[src/rtl/fifo_write_arbiter.sv]
// Round-robin arbiter sharing one FIFO write port among NUM_REQ requesters, with bounded bursts per grant.
// Define FIFO_ARB_PACKET_EN to hold each grant until a beat flagged req_last is accepted.
module fifo_write_arbiter #(
    parameter int NUM_REQ    = 4,
    parameter int DATA_WIDTH = 32,
    parameter int MAX_BURST  = 8
) (
    input  logic                          clock_in,
    input  logic                          rst_in,
    input  logic [NUM_REQ*DATA_WIDTH-1:0] req_data,
    input  logic [NUM_REQ-1:0]            req_valid,
    output logic [NUM_REQ-1:0]            req_ready,
`ifdef FIFO_ARB_PACKET_EN
    input  logic [NUM_REQ-1:0]            req_last,
`endif
    output logic [DATA_WIDTH-1:0]         data_in,
    output logic                          data_in_valid,
    input  logic                          data_in_full,
    output logic [NUM_REQ-1:0]            grant,
    output logic                          busy
);

    localparam int IDX_W = $clog2(NUM_REQ);
`ifndef FIFO_ARB_PACKET_EN
    localparam logic [7:0] BURST_END = 8'(MAX_BURST - 1);
`endif

    typedef enum logic {IDLE, GRANT} state_t;

    state_t            state, state_next;
    logic [IDX_W-1:0]  grant_idx, grant_idx_next;
    logic [IDX_W-1:0]  last_idx, last_idx_next;
    logic [IDX_W-1:0]  pick_idx;
    logic              pick_found;
    logic [7:0]        beat_cnt, beat_cnt_next;
    logic              sel_valid;
    logic              accept;
    logic [DATA_WIDTH-1:0] req_word [NUM_REQ];

    for (genvar gi = 0; gi < NUM_REQ; gi++) begin : g_word
        assign req_word[gi] = req_data[gi*DATA_WIDTH +: DATA_WIDTH];
    end

    // Cyclic search starting just after the most recently granted requester
    always_comb begin
        int               cand;
        logic [IDX_W-1:0] cand_idx;
        pick_idx   = last_idx;
        pick_found = 1'b0;
        cand       = 0;
        cand_idx   = '0;
        for (int k = 1; k <= NUM_REQ; k++) begin
            cand     = (int'(last_idx) + k) % NUM_REQ;
            cand_idx = IDX_W'(cand);
            if (!pick_found && req_valid[cand_idx]) begin
                pick_found = 1'b1;
                pick_idx   = cand_idx;
            end
        end
    end

    always_comb begin
        sel_valid     = req_valid[grant_idx];
        busy          = (state == GRANT);
        data_in       = req_word[grant_idx];
        data_in_valid = busy && sel_valid;
        accept        = data_in_valid && !data_in_full;
        req_ready     = '0;
        grant         = '0;
        if (busy) begin
            req_ready[grant_idx] = sel_valid & ~data_in_full;
            grant[grant_idx]     = 1'b1;
        end
    end

    always_comb begin
        state_next     = state;
        grant_idx_next = grant_idx;
        last_idx_next  = last_idx;
        beat_cnt_next  = beat_cnt;
        case (state)
            IDLE: begin
                if (pick_found) begin
                    grant_idx_next = pick_idx;
                    last_idx_next  = pick_idx;
                    beat_cnt_next  = 8'd0;
                    state_next     = GRANT;
                end
            end
            GRANT: begin
`ifdef FIFO_ARB_PACKET_EN
                // Grant survives valid gaps; only the accepted last beat ends the packet
                if (accept) begin
                    if (beat_cnt != 8'hFF) begin
                        beat_cnt_next = beat_cnt + 8'd1;
                    end
                    if (req_last[grant_idx]) begin
                        state_next = IDLE;
                    end
                end
`else
                if (accept) begin
                    if (beat_cnt == BURST_END) begin
                        state_next = IDLE;
                    end else begin
                        beat_cnt_next = beat_cnt + 8'd1;
                    end
                end else if (!sel_valid) begin
                    state_next = IDLE;
                end
`endif
            end
            default: state_next = IDLE;
        endcase
    end

    always_ff @(posedge clock_in) begin
        if (rst_in) begin
            state     <= IDLE;
            grant_idx <= '0;
            last_idx  <= IDX_W'(NUM_REQ - 1);
            beat_cnt  <= 8'd0;
        end else begin
            state     <= state_next;
            grant_idx <= grant_idx_next;
            last_idx  <= last_idx_next;
            beat_cnt  <= beat_cnt_next;
        end
    end

endmodule

[config.mk]
export PLATFORM = sky130hd
export DESIGN_NAME = fifo_write_arbiter
export DESIGN_NICKNAME = d
export VERILOG_FILES = /design/src/rtl/fifo_write_arbiter.sv
export SDC_FILE = /design/constraint.sdc
export NUM_CORES = 1
export LEC_CHECK = 0
export CORE_ASPECT_RATIO = 1.1
export CORE_MARGIN = 3
export CORE_UTILIZATION = 28
export CTS_CLUSTER_DIAMETER = 30
export DETAILED_ROUTE_END_ITERATION = 12
export HOLD_SLACK_MARGIN = 0.08
export MAX_ROUTING_LAYER = met4
export PLACE_DENSITY = 0.83
export SLEW_MARGIN = 30
export SYNTH_ARGS = -nofsm -noshare
export SYNTH_HDL_FRONTEND = slang
export SYNTH_SLANG_ARGS = --single-unit
export TNS_END_PERCENT = 30
[constraint.sdc]
create_clock -name clock_in -period 2.5 [get_ports clock_in]
set_clock_uncertainty 0.2 [all_clocks]
set_input_delay 0.5 -clock clock_in [delete_from_list [all_inputs] [get_ports clock_in]]
set_output_delay 0.5 -clock clock_in [all_outputs]
set_load 0.05 [all_outputs]
==> reports/metrics.json <==
{
  "achievable-frequency": {"value": 412, "unit": "MHz"},
  "unrepaired_setup_endpoints_after_global_routing": {"value": "false"},
  "core_area": {"value": 0.00517, "unit": "sq mm"},
  "clock_tree.buffer_depth": {"value": 2},
  "power_density": {"value": 453, "unit": "mW/mm^2"},
  "cts_max_level": {"value": 1},
  "routed-via-count": {"value": 2013},
  "synth_compound_gate_area_share": {"value": 0.0802},
  "sequential_fraction_of_design_power": {"value": 0.139},
  "syn-num-nets": {"value": 272},
  "post_synthesis_share_of_cell_area_spent_on_xor_and_xnor_gates": {"value": 0},
  "critical_path.max_fanout": {"value": 2},
  "intPower": {"value": 1060, "unit": "uW"},
  "setup-tns-final": {"value": 0, "unit": "ps"},
  "finish.utilization": {"value": 0.757},
  "result_of_the_run": {"value": "completed"},
  "worst_hold_startpoint": {"value": "beat_cnt[1]"},
  "die_height": {"value": 83.9, "unit": "um"},
  "io_buffer_count": {"value": 176},
  "first_global_vias": {"value": 2154},
  "period_share": {"value": 0.971},
  "place_congestion": {"value": 0.870},
  "power.switching": {"value": 706, "unit": "uW"},
  "number_of_design_rule_violations_left_after_detail_routing": {"value": 0},
  "report.final.setup_viol": {"value": 0},
  "endpoint_kind": {"value": "output pin"},
  "synth_adder_area_share": {"value": 0.00810},
  "num_io_pins": {"value": 177},
  "timing_worst_slew_pin_value": {"value": 494, "unit": "ps"},
  "mappedNetlistArea": {"value": 0.00155, "unit": "sq mm"},
  "detail_route.wirelength": {"value": 8120, "unit": "um"},
  "total_power": {"value": 1770, "unit": "uW"},
  "start_util": {"value": 0.299},
  "grt_pass1_wl": {"value": 12400, "unit": "um"},
  "drive_above_1_share": {"value": 0.304},
  "synth_seq_area_share": {"value": 0.168},
  "cts.root.buffer_cell": {"value": "clkbuf_8"},
  "die_area": {"value": 0.00645, "unit": "sq mm"},
  "synth_top_family_by_area": {"value": "multiplexers"},
  "routed_via_density": {"value": 5.15},
  "die_width": {"value": 76.8, "unit": "um"},
  "grt_max_degree": {"value": 25},
  "worstPathRequired": {"value": 1800, "unit": "ps"},
  "period_minus_slack": {"value": 2430, "unit": "ps"},
  "rr_startpoint": {"value": "grant_idx[0]"},
  "track_usage": {"value": 0.258},
  "avgSynthCellArea": {"value": 11.4, "unit": "sq um"},
  "synth_cell_type_count": {"value": 34},
  "detail_route_antenna_nets": {"value": 0},
  "placement_rows": {"value": 27},
  "yosys_warnings": {"value": 0},
  "tritoncts": {"value": "done"},
  "nNetsFinal": {"value": 456},
  "comb_power_share": {"value": 0.758},
  "pre_antenna_drt_iters": {"value": 6},
  "place_inst": {"value": 387},
  "final-hold-violation-count": {"value": 0},
  "synth_instances": {"value": 136},
  "hold_ws": {"value": 283, "unit": "ps"},
  "crit_arrival": {"value": 1730, "unit": "ps"},
  "postSynthRegisterBits": {"value": 13},
  "ir_drop_worst_case_vdd": {"value": 0.307, "unit": "mV"},
  "antenna_cells_inserted": {"value": 0},
  "slew_headroom": {"value": 0.670},
  "worstSkewPairLatency": {"value": 240, "unit": "ps"},
  "synth_simple_gate_area_frac": {"value": 0.174},
  "post_drt_wl_per_cell": {"value": 20.8, "unit": "um"},
  "filler_cell_count": {"value": 363},
  "rrSetupSlack": {"value": 470, "unit": "ps"},
  "grt_overflow_total": {"value": 0},
  "place.detailed.hpwl": {"value": 7270, "unit": "um"},
  "critPathKind": {"value": "in2out"},
  "static-leakage-power": {"value": 0.00146, "unit": "uW"},
  "area_growth": {"value": 153, "unit": "%"},
  "switching_part_of_the_total": {"value": 0.399},
  "drt_iter0_drc": {"value": 97},
  "cts_sinks": {"value": 13},
  "multiplexer_share_of_the_synthesized_area": {"value": 0.526},
  "cts.reportedPaths.clkPinSlew": {"value": 50, "unit": "ps"},
  "cts_inserted_buffers": {"value": 3},
  "power_frac_clock": {"value": 0.104},
  "final_max_slew_viol_count": {"value": 0},
  "worst_setup_path_start_kind": {"value": "input pin"},
  "antenna_found_initial": {"value": 0},
  "cp-startpoint": {"value": "req_valid[3]"},
  "layout.cells.non_filler": {"value": 391},
  "ctsHoldBuffers": {"value": 0},
  "maxCapViolations": {"value": 0},
  "min-delay-path-class": {"value": "reg2reg"}
}
[area by class of cell]
cell class	instances	area, sq um	share of cell area
clock buffer	4	45.0	0.0115
timing repair buffer	189	2260	0.577
inverter	3	11.3	0.00288
sequential	13	264	0.0675
multi-input combinational	110	1240	0.318
tap	72	90.1	0.0230
[critical path: stages]
cell and delay [ps]:
clkdlybuf4s50_1 410, mux4_2 480, and2_4 190, buf_12 140
[placed cells by master, fill, tap and decap left out, types with 4 or more instances in the layout]
| cell | count |
|---|---|
| nand2_1 | 12 |
| nand3_1 | 4 |
| o21ai_0 | 4 |
| nand2b_1 | 5 |
| a21oi_1 | 9 |
| clkdlybuf4s50_1 | 133 |
| mux4_2 | 33 |
| buf_4 | 14 |
| mux2i_1 | 7 |
| dfxtp_1 | 12 |
| buf_12 | 40 |
| nor2_1 | 8 |
[repair_timing]
| item | in CTS | in global routing |
|---|---|---|
| gates resized for setup | 3 | 2 |
| setup buffers | 0 | 0 |
| pin swaps | 0 | 0 |
| setup endpoints to repair | 3 | 4 |
[per-stage QoR]
stage,instance area [sq um],worst slack [ps]
floorplan,1560,-270
global placement,3860,-31.6
detailed placement,3860,-97.7
CTS,3910,22.3
global route,3910,46.6
finish,3910,72.3
[power by group through the flow]
stage / clock network (uW) / logic [uW] / registers [uW]
6_report: 184 / 1340 / 245
5_1_grt: 196 / 1390 / 248
4_1_cts: 188 / 1350 / 245
3_5_place_dp: 0 / 1350 / 249
3_3_place_gp: 0 / 1330 / 250
2_1_floorplan: 0 / 640 / 235
[synthesized netlist by cell type]
cell       n  area share
nor3_1     3      0.0097
o211ai_1   1      0.0049
nor4_1     2      0.0081
a21oi_1    9       0.029
and4_1     1      0.0057
ha_1       1      0.0081
buf_2      5       0.016
or3b_1     1      0.0057
nand4_1    1      0.0041
nor2_1     8       0.019
o31ai_1    2      0.0097
buf_4      1      0.0049
and2_1     1      0.0041
or3_1      3       0.012
or4b_1     1      0.0065
o221ai_1   1      0.0057
clkbuf_1   1      0.0024
or4_1      2      0.0097
nor2b_1    2      0.0081
nand3b_1   2      0.0097
o41ai_1    1      0.0057
buf_1      2      0.0049
nand2b_4   1      0.0089
buf_6      1      0.0073
a221oi_1   1      0.0057
nand2_1   12       0.029
inv_1      3      0.0073
mux4_2    33        0.48
mux2i_1    7       0.045
o21ai_0    4       0.013
nand3_1    4       0.013
o32a_1     1      0.0065
dfxtp_1   13        0.17
nand2b_1   5       0.020
[path summary, 6_finish.rpt]
path | end | cells after the start
worst max-delay path | data_in_valid | 4
worst min-delay path | beat_cnt[1] | 2
worst max register to register | beat_cnt[5] | 4
worst min register to register | beat_cnt[1] | 2
[cell families after synthesis]
logic type,count (synthesis)
compound gates,20
flops,13
buf+inv,13
simple gates,49
mux,40
fa+ha+maj,1
[layer usage]
metal | track usage | share of wire
met1 | 0.284 | 0.34
met2 | 0.432 | 0.51
met3 | 0.0961 | 0.12
met4 | 0.0791 | 0.028
met5 | - | 0
[registers in the layout, summed over array words and instances (netlist names)]
| signal | count |
|---|---|
| beat_cnt | 8 |
| busy | 1 |
| last_idx | 2 |
| grant_idx | 2 |
Note: power is estimated with default switching activity, not from simulation.
